===== src/rtl/io_input_conditioner.sv =====
// Board SW/KEY conditioning: 2-flop sync, per-channel debounce, sticky per-key press flags.
// Optional auto-repeat of key press events when IOCOND_AUTOREPEAT_EN is defined.

module io_debounce_ch #(
  parameter int DEBOUNCE_CYCLES = 100000,
  parameter bit INVERT          = 1'b0
) (
  input  logic gclk,
  input  logic grst_n,
  input  logic raw,
  output logic q
);
  localparam int CW = $clog2(DEBOUNCE_CYCLES + 1);
  localparam logic [CW-1:0] LAST = CW'(DEBOUNCE_CYCLES - 1);

  typedef enum logic {ST_STABLE, ST_COUNTING} state_t;

  logic [1:0]    sync;
  logic [CW-1:0] cnt;
  state_t        state;

  // Keys are inverted on entry so the idle (released) pin resets to 0 here too.
  always_ff @(posedge gclk or negedge grst_n) begin
    if (!grst_n) sync <= '0;
    else         sync <= {sync[0], raw ^ INVERT};
  end

  always_ff @(posedge gclk or negedge grst_n) begin
    if (!grst_n) begin
      state <= ST_STABLE;
      cnt   <= '0;
      q     <= 1'b0;
    end else begin
      case (state)
        ST_STABLE: begin
          if (sync[1] != q) begin
            if (cnt == LAST) q <= sync[1];
            else begin
              state <= ST_COUNTING;
              cnt   <= cnt + 1'b1;
            end
          end
        end
        ST_COUNTING: begin
          if (sync[1] == q) begin
            state <= ST_STABLE;
            cnt   <= '0;
          end else if (cnt == LAST) begin
            q     <= sync[1];
            state <= ST_STABLE;
            cnt   <= '0;
          end else begin
            cnt <= cnt + 1'b1;
          end
        end
        default: begin
          state <= ST_STABLE;
          cnt   <= '0;
        end
      endcase
    end
  end
endmodule

module io_input_conditioner #(
  parameter int N_SW            = 10,
  parameter int N_KEY           = 4,
  parameter int DEBOUNCE_CYCLES = 100000,
  parameter int REPEAT_DELAY    = 5000000,
  parameter int REPEAT_PERIOD   = 1000000
) (
  input  logic             i_clk,
  input  logic             i_reset,
  input  logic [N_SW-1:0]  i_sw,
  input  logic [N_KEY-1:0] i_key_n,
  input  logic             i_evt_clr,
  input  logic [N_KEY-1:0] i_evt_clr_mask,
  output logic [N_SW-1:0]  o_sw,
  output logic [N_KEY-1:0] o_key,
  output logic [N_KEY-1:0] o_key_press,
  output logic [31:0]      o_io_sw
);
  logic [N_KEY-1:0] key_d;
  logic [N_KEY-1:0] rpt_evt;
  logic [N_KEY-1:0] press_evt;
  logic [N_KEY-1:0] clr_sel;

  for (genvar i = 0; i < N_SW; i++) begin : g_sw
    io_debounce_ch #(.DEBOUNCE_CYCLES(DEBOUNCE_CYCLES), .INVERT(1'b0)) u_ch (
      .gclk(i_clk), .grst_n(i_reset), .raw(i_sw[i]), .q(o_sw[i])
    );
  end

  for (genvar k = 0; k < N_KEY; k++) begin : g_key
    io_debounce_ch #(.DEBOUNCE_CYCLES(DEBOUNCE_CYCLES), .INVERT(1'b1)) u_ch (
      .gclk(i_clk), .grst_n(i_reset), .raw(i_key_n[k]), .q(o_key[k])
    );
  end

`ifdef IOCOND_AUTOREPEAT_EN
  localparam int RMAX = (REPEAT_DELAY > REPEAT_PERIOD) ? REPEAT_DELAY : REPEAT_PERIOD;
  localparam int RW   = $clog2(RMAX + 1);
  localparam logic [RW-1:0] R_FIRST = RW'(REPEAT_DELAY - 1);
  localparam logic [RW-1:0] R_NEXT  = RW'(REPEAT_PERIOD - 1);

  for (genvar k = 0; k < N_KEY; k++) begin : g_rpt
    logic [RW-1:0] rpt_cnt;
    logic          first;

    // First repeat waits REPEAT_DELAY after acceptance, later ones REPEAT_PERIOD.
    assign rpt_evt[k] = o_key[k] && (rpt_cnt == (first ? R_FIRST : R_NEXT));

    always_ff @(posedge i_clk or negedge i_reset) begin
      if (!i_reset) begin
        rpt_cnt <= '0;
        first   <= 1'b1;
      end else if (!o_key[k]) begin
        rpt_cnt <= '0;
        first   <= 1'b1;
      end else if (rpt_evt[k]) begin
        rpt_cnt <= '0;
        first   <= 1'b0;
      end else begin
        rpt_cnt <= rpt_cnt + 1'b1;
      end
    end
  end
`else
  assign rpt_evt = '0;
`endif

  assign press_evt = (o_key & ~key_d) | rpt_evt;
  assign clr_sel   = i_evt_clr ? i_evt_clr_mask : '0;

  // Set beats clear so a press landing on a software clear is never lost.
  always_ff @(posedge i_clk or negedge i_reset) begin
    if (!i_reset) begin
      key_d       <= '0;
      o_key_press <= '0;
    end else begin
      key_d       <= o_key;
      o_key_press <= press_evt | (o_key_press & ~clr_sel);
    end
  end

  always_comb begin
    o_io_sw = '0;
    o_io_sw[N_SW-1:0]                  = o_sw;
    o_io_sw[N_SW+N_KEY-1:N_SW]         = o_key;
    o_io_sw[N_SW+2*N_KEY-1:N_SW+N_KEY] = o_key_press;
  end
endmodule


===== config.mk =====
export PLATFORM = sky130hd
export DESIGN_NAME = io_input_conditioner
export DESIGN_NICKNAME = d
export VERILOG_FILES = /design/src/rtl/io_input_conditioner.sv
export SDC_FILE = /design/constraint.sdc
export NUM_CORES = 1
export LEC_CHECK = 0
export CORE_MARGIN = 5
export CORE_UTILIZATION = 50
export DETAILED_ROUTE_END_ITERATION = 10
export PLACE_DENSITY = 0.68
export SETUP_SLACK_MARGIN = 0.1
export SLEW_MARGIN = 20
export SYNTH_ARGS = -nofsm -noshare
export SYNTH_HDL_FRONTEND = slang
export SYNTH_SLANG_ARGS = --single-unit
export TNS_END_PERCENT = 5

===== constraint.sdc =====
create_clock -name i_clk -period 2.5 [get_ports i_clk]
set_input_delay 0.5 -clock i_clk [delete_from_list [all_inputs] [get_ports i_clk]]
set_output_delay 0.5 -clock i_clk [all_outputs]
set_load 0.05 [all_outputs]

Yosys cells after proc, flatten, opt, wreduce, memory -nomap -nowiden

Cells that the tools add are included.
W data, S select, Z words.

Register bits: 302
Input bits: 21
Output and inout port bits: 50

Equality and inequality tests: 84
Reductions and logical operators: 28
Bitwise logic cells: 23
Add/subtract/negate cells: 14
Muxes and demuxes: 183

Operator list:

| kind                    | number |
|---|---|
| $mux W17                | 56 |
| $pmux W17 S2            | 14 |
| $add A17 B1 Y17 const B | 14 |
| $eq A17 B17 Y1 const B  | 14 |
| $mux W1                 | 84 |
| $ne A2 B2 Y1 const B    | 28 |
| $pmux W1 S2             | 28 |
| $reduce_and A2 Y1       | 28 |
| $ne A2 B1 Y1 const B    | 14 |
| $not A1 Y1              | 18 |
| $eq A1 B1 Y1            | 14 |
| $ne A1 B1 Y1            | 14 |
| $and A4 B4 Y4           | 2 |
| $not A4 Y4              | 2 |
| $mux W4                 | 1 |
| $or A4 B4 Y4            | 1 |

Longest topological paths before layout

Word-level depth: 4
Depth in mapped cells: 9

Cells and area by module

A second synthesis with hierarchy kept.

Cells, all modules: 1,639
Area, all modules: 17,400.4 µm²

Modules (own cells, without submodules):

| module                              | cells an instance | area an instance (µm²) | sequential area each (µm²) | instances |
|---|---|---|---|---|
| io_debounce_ch at g_sw[0].u_ch ...  | 115               | 1,238.7                | 525.5                      | 9 |
| io_debounce_ch at g_key[0].u_ch ... | 110               | 1,146.1                | 525.5                      | 4 |
| io_debounce_ch at g_sw[9].u_ch      | 111               | 1,158.6                | 525.5                      | 1 |
| io_input_conditioner                | 53                | 509.2                  | 200.2                      | 1 |

Least setup slack after synthesis

No wires, ideal clock.

Path kind: register to register
Start point: register g_sw[0].u_ch.cnt[0]
End point: register g_sw[0].u_ch.cnt[15]
Arrival: 2,020 ps
Stages on the path, launching flop included: 9
Required time: 2,376 ps
Library setup time: 124 ps
Setup slack: 356 ps
Cells stage by stage: dfrtp_1 -> ha_1 -> nand3_1 -> or4_4 -> o21ai_4 -> inv_2 -> buf_2 -> and3_1 -> a211o_1

Longest elaborated chain between the ends: 4
Elaborated cells on any way between the ends: 9

RTL lines:

| element                                                  | RTL line | source |
|---|---|---|
| start: declaration                                       | 19       | `logic [CW-1:0] cnt;` |
| start signal: assignment                                 | 40       | `cnt <= cnt + 1'b1;` |
| start signal: assignment                                 | 53       | `cnt <= cnt + 1'b1;` |
| $add A17 B1 Y17 / $eq A17 B17 Y1 (equally long branches) | --       |  |
| $mux W17 (on tied branches)                              | 48, 37   |  |
| $mux W17 (on tied branches)                              | 45, 36   |  |
| $pmux W17 S2                                             | 34       | `case (state)` |

Parallel ways exist; a longest one is shown, timed or not. The select of a mux whose other input is x is not followed.
A chain may end at the register's enable or synchronous reset.

Worst setup path after layout

Start point: register g_key[2].u_ch.q
End point: output o_io_sw[12]

RTL lines:

| element                  | RTL line | source |
|---|---|---|
| start: declaration       | 11       | `output logic q` |
| start signal: assignment | 37       | `if (cnt == LAST) q <= sync[1];` |
| start signal: assignment | 49       | `q <= sync[1];` |
| end: declaration         | 81       | `output logic [31:0] o_io_sw` |

No word-level cell between the ends.

==> results_tabular.tex <==
\begin{tabular}{lr}
\hline
Metric & Value \\
\hline
\multicolumn{2}{l}{\textbf{Critical path}} \\
Kind of end point of the critical path & primary output \\
Worst setup SP type & flip-flop \\
Buffers \& Inverters on Critical Path & 1 \\
Worst path slowest cell & sky130\_fd\_sc\_hd\_\_clkdlybuf4s50\_1 \\
Critical Path, Cell by Cell & clkdlybuf4s50\_1 \\
Maximum fanout encountered on the critical timing path & 6 \\
CP peak stage delay & 0.85 ns \\
CP Class & reg2out \\
Critical Path AT & 1.83 ns \\
Top delay family on crit path & buffers and inverters \\
Endpoint required time on the critical path & 2.00 ns \\
\multicolumn{2}{l}{\textbf{Synthesis}} \\
Largest area contributor in the synthesized netlist & sky130\_fd\_sc\_hd\_\_dfrtp\_1 \\
Ys async rst share & 100\% \\
Number of warnings reported in the yosys synthesis log & 0 \\
Area contributors post-synth & sky130\_fd\_sc\_hd\_\_dfrtp\_1 (48\%), sky130\_fd\_sc\_hd\_\_nand2\_1 (4.4\%), sky130\_fd\_sc\_hd\_\_nand3\_1 (3.9\%) \\
Dominant synthesized flop cell & sky130\_fd\_sc\_hd\_\_dfrtp\_1 \\
Syn\_area\_per\_cell & 9.40 µm² \\
Sequential-to-total area share from yosys stat & 47.5\% \\
Post-Syn Instances & 1691 \\
Register bit count reported by yosys & 302 \\
Cell area after technology mapping & 15900 µm² \\
Area fraction of the dominant cell type after synthesis & 47.5\% \\
EDFF count, synth & 0 \\
Count of cell types in the netlist & 74 \\
\multicolumn{2}{l}{\textbf{CTS}} \\
Maximum buffer depth of the clock tree & 3 \\
Number of clock buffers inserted by TritonCTS & 35 \\
CTS tree & built \\
Clock root cell & sky130\_fd\_sc\_hd\_\_clkbuf\_16 \\
Clock Sinks & 302 \\
Post-CTS Repair Setup Buffers & 0 \\
Level count of the clock H-tree & 2 \\
Later-pin clock latency in the skew report & 0.51 ns \\
Worst-path clk slew & 0.06 ns \\
\multicolumn{2}{l}{\textbf{Cells and area}} \\
Area growth, synth to finish & 14.2\% \\
Fill cell instance count of the final layout & 2776 \\
Number of nets in the layout & 1789 \\
Area of the multi-input gates & 7580 µm² \\
Seq. cell area & 7560 µm² \\
Antenna diode count & 0 \\
Leading cell type in the layout, fill and taps excluded & sky130\_fd\_sc\_hd\_\_dfrtp\_1 \\
Proportion of layout cells with a drive suffix above 1 & 9.78\% \\
Post-Route Utilization & 57.7\% \\
Layout Cell Area excl Fill & 18200 µm² \\
Commonest cells after routing, fill and taps aside & sky130\_fd\_sc\_hd\_\_dfrtp\_1 (302), sky130\_fd\_sc\_hd\_\_nand2\_1 (186), sky130\_fd\_sc\_hd\_\_nand3\_1 (125) \\
\multicolumn{2}{l}{\textbf{Timing}} \\
Final period utilization & 93.2\% \\
Summed negative setup slack over all endpoints & 0 ns \\
Hold violation total from the final report & 0 \\
Post-Route Skew & 0.00723 ns \\
Setup ws final & 0.169 ns \\
Remaining max-slew budget at the tightest pin & 57.7\% \\
Final number of max-transition violations & 0 \\
Worst-Margin Slew & 0.634 ns \\
Max Fclk & 429 MHz \\
Final setup violating endpoints & 0 \\
Unrepaired setup endpoints after global routing & true \\
Minimum clock period & 2.33 ns \\
\multicolumn{2}{l}{\textbf{Run status}} \\
Outcome & finished clean \\
\multicolumn{2}{l}{\textbf{GRT}} \\
Pin count of the biggest net entering global routing & 72 \\
Total congestion overflow after global routing & 0 \\
Total global routing track utilization & 18.4\% \\
Number of antenna violations at the first check in global routing & 0 \\
Wire length of the first global-routing pass & 57500 µm \\
Vias in the first global route & 12401 \\
\multicolumn{2}{l}{\textbf{Pwr}} \\
Pwr/cell area & 626 nW/µm² \\
Standby leakage power & 8.38 nW \\
PnR Total Power & 11.4 mW \\
Maximum ir drop on the vdd rail & 0.579 mV \\
\multicolumn{2}{l}{\textbf{Route}} \\
Routed len/inst & 14.8 µm \\
Vias per inst & 5.80 \\
Remaining design rule violation count & 0 \\
Count of nets left with antenna violations after detail routing & 0 \\
Final WL & 32200 µm \\
Drt pass-1 iters & 5 \\
Overall via count from detail\_route & 12652 \\
Initial drt markers & 683 \\
\multicolumn{2}{l}{\textbf{Floorplan}} \\
Core Region & 31500 µm² \\
Vert. Die Dim & 188 µm \\
Horiz. Die Dim & 188 µm \\
Total die area & 35500 µm² \\
Num ports & 71 \\
Starting utilization of the core area & 50.5\% \\
\# rows & 65 \\
\multicolumn{2}{l}{\textbf{Min path}} \\
Type of the most critical hold path & reg2reg \\
\multicolumn{2}{l}{\textbf{Placed design}} \\
Weighted congestion reported at the end of routability-driven placement & 0.833 \\
Post-detail-place hpwl & 21700 µm \\
Port Buffer Count & 56 \\
Post-placement cell area & 16900 µm² \\
Post-Place Setup Slack & 0.142 ns \\
\multicolumn{2}{l}{\textbf{Flow run}} \\
Maximum capacitance violations & 0 \\
\hline
\end{tabular}
==> registers in the layout (all words and copies together) (netlist names) <==
| name | cells |
|---|---|
| g_key.u_ch.state | 4 |
| o_key_press | 4 |
| g_sw.u_ch.q | 10 |
| g_sw.u_ch.state | 10 |
| g_key.u_ch.q | 4 |
| g_key.u_ch.cnt | 68 |
| g_sw.u_ch.sync | 20 |
| g_key.u_ch.sync | 8 |
| g_sw.u_ch.cnt | 170 |
| key_d | 4 |
==> per-stage QoR <==
step,hold WS [ns],std cells
global route,0.352,2182
detailed placement,0.335,2118
finish,0.346,2182
floorplan,0.204,1704
CTS,0.349,2182
global placement,0.332,2118
==> cells by family (layout without fill, tap and decap cells) <==
kind of cell               after synthesis  in the layout  share of synthesized area (%)
and+or+nand+nor                        778            778                           26.2
DFF                                    302            302                           47.5
xor gates and xnor gates                27             27                           1.49
muxes                                   47             47                           3.15
adders and majority gates               14             14                           1.10
buffers and inverters                  163            239                           5.21
other                                    1             14                         0.0236
AOI/OAI and AO/OA                      359            359                           15.3
==> power breakdown <==
group	switching, mW	internal (mW)
clock	2.00	3.35
combinational	0.482	0.284
sequential	0.185	5.07
==> synth_stat cells, types with 24 or more instances <==
cell type / instances
sky130_fd_sc_hd__a211o_1: 47
sky130_fd_sc_hd__a21o_1: 24
sky130_fd_sc_hd__a21oi_1: 49
sky130_fd_sc_hd__a221o_1: 24
sky130_fd_sc_hd__and3_1: 73
sky130_fd_sc_hd__buf_4: 48
sky130_fd_sc_hd__clkbuf_1: 29
sky130_fd_sc_hd__dfrtp_1: 302
sky130_fd_sc_hd__inv_1: 56
sky130_fd_sc_hd__mux2i_1: 26
sky130_fd_sc_hd__nand2_1: 186
sky130_fd_sc_hd__nand3_1: 125
sky130_fd_sc_hd__nand4_1: 44
sky130_fd_sc_hd__nor2_1: 76
sky130_fd_sc_hd__nor3_1: 98
sky130_fd_sc_hd__nor4_1: 29
sky130_fd_sc_hd__o21ai_0: 124
sky130_fd_sc_hd__or3_1: 42
==> area by class of cell <==
type                            instances  area share (%)
Multi-Input combinational cell       1239            41.8
Clock inverter                         14           0.986
Inverter                               67            1.39
Clock buffer                           49            5.79
Tap cell                              402            2.77
Sequential cell                       302            41.6
Timing Repair Buffer                  109            5.67
==> what timing repair did <==
action                                 CTS  global route
resized for setup                        0             3
endpoints found under the hold margin    2             0
hold buffers                             1             0
setup endpoints to repair                0            31
==> per-layer routing <==
| layer | GRT usage [%] | wire length (µm) | share of wire (%) | vias up |
|---|---|---|---|---|
| met2 | 30.5 | 14900 | 46 | 188 |
| met3 | 2.69 | 1140 | 3.5 | 43 |
| li1 | - | - | - | 6333 |
| met1 | 25.8 | 15600 | 48 | 6088 |
| met5 | 0 | 0 | 0 | - |
| met4 | 4.26 | 523 | 1.6 | 0 |
==> path summary, 6_finish.rpt <==
check / startpoint / endpoint / slack (ns) / cells past startpoint
max: g_key[2].u_ch.q / o_io_sw[12] / 0.17 / 1
max reg2reg: g_sw[7].u_ch.cnt[12] / g_sw[7].u_ch.cnt[4] / 0.22 / 6
min in group asynchronous: i_reset / g_key[3].u_ch.cnt[16] / 0.57 / 2
min: g_sw[6].u_ch.sync[0] / g_sw[6].u_ch.sync[1] / 0.35 / 0
max in group asynchronous: i_reset / g_sw[8].u_ch.cnt[16] / 1.25 / 3
min reg2reg: g_sw[6].u_ch.sync[0] / g_sw[6].u_ch.sync[1] / 0.35 / 0
No activity file was read; power rests on OpenSTA's default activity.
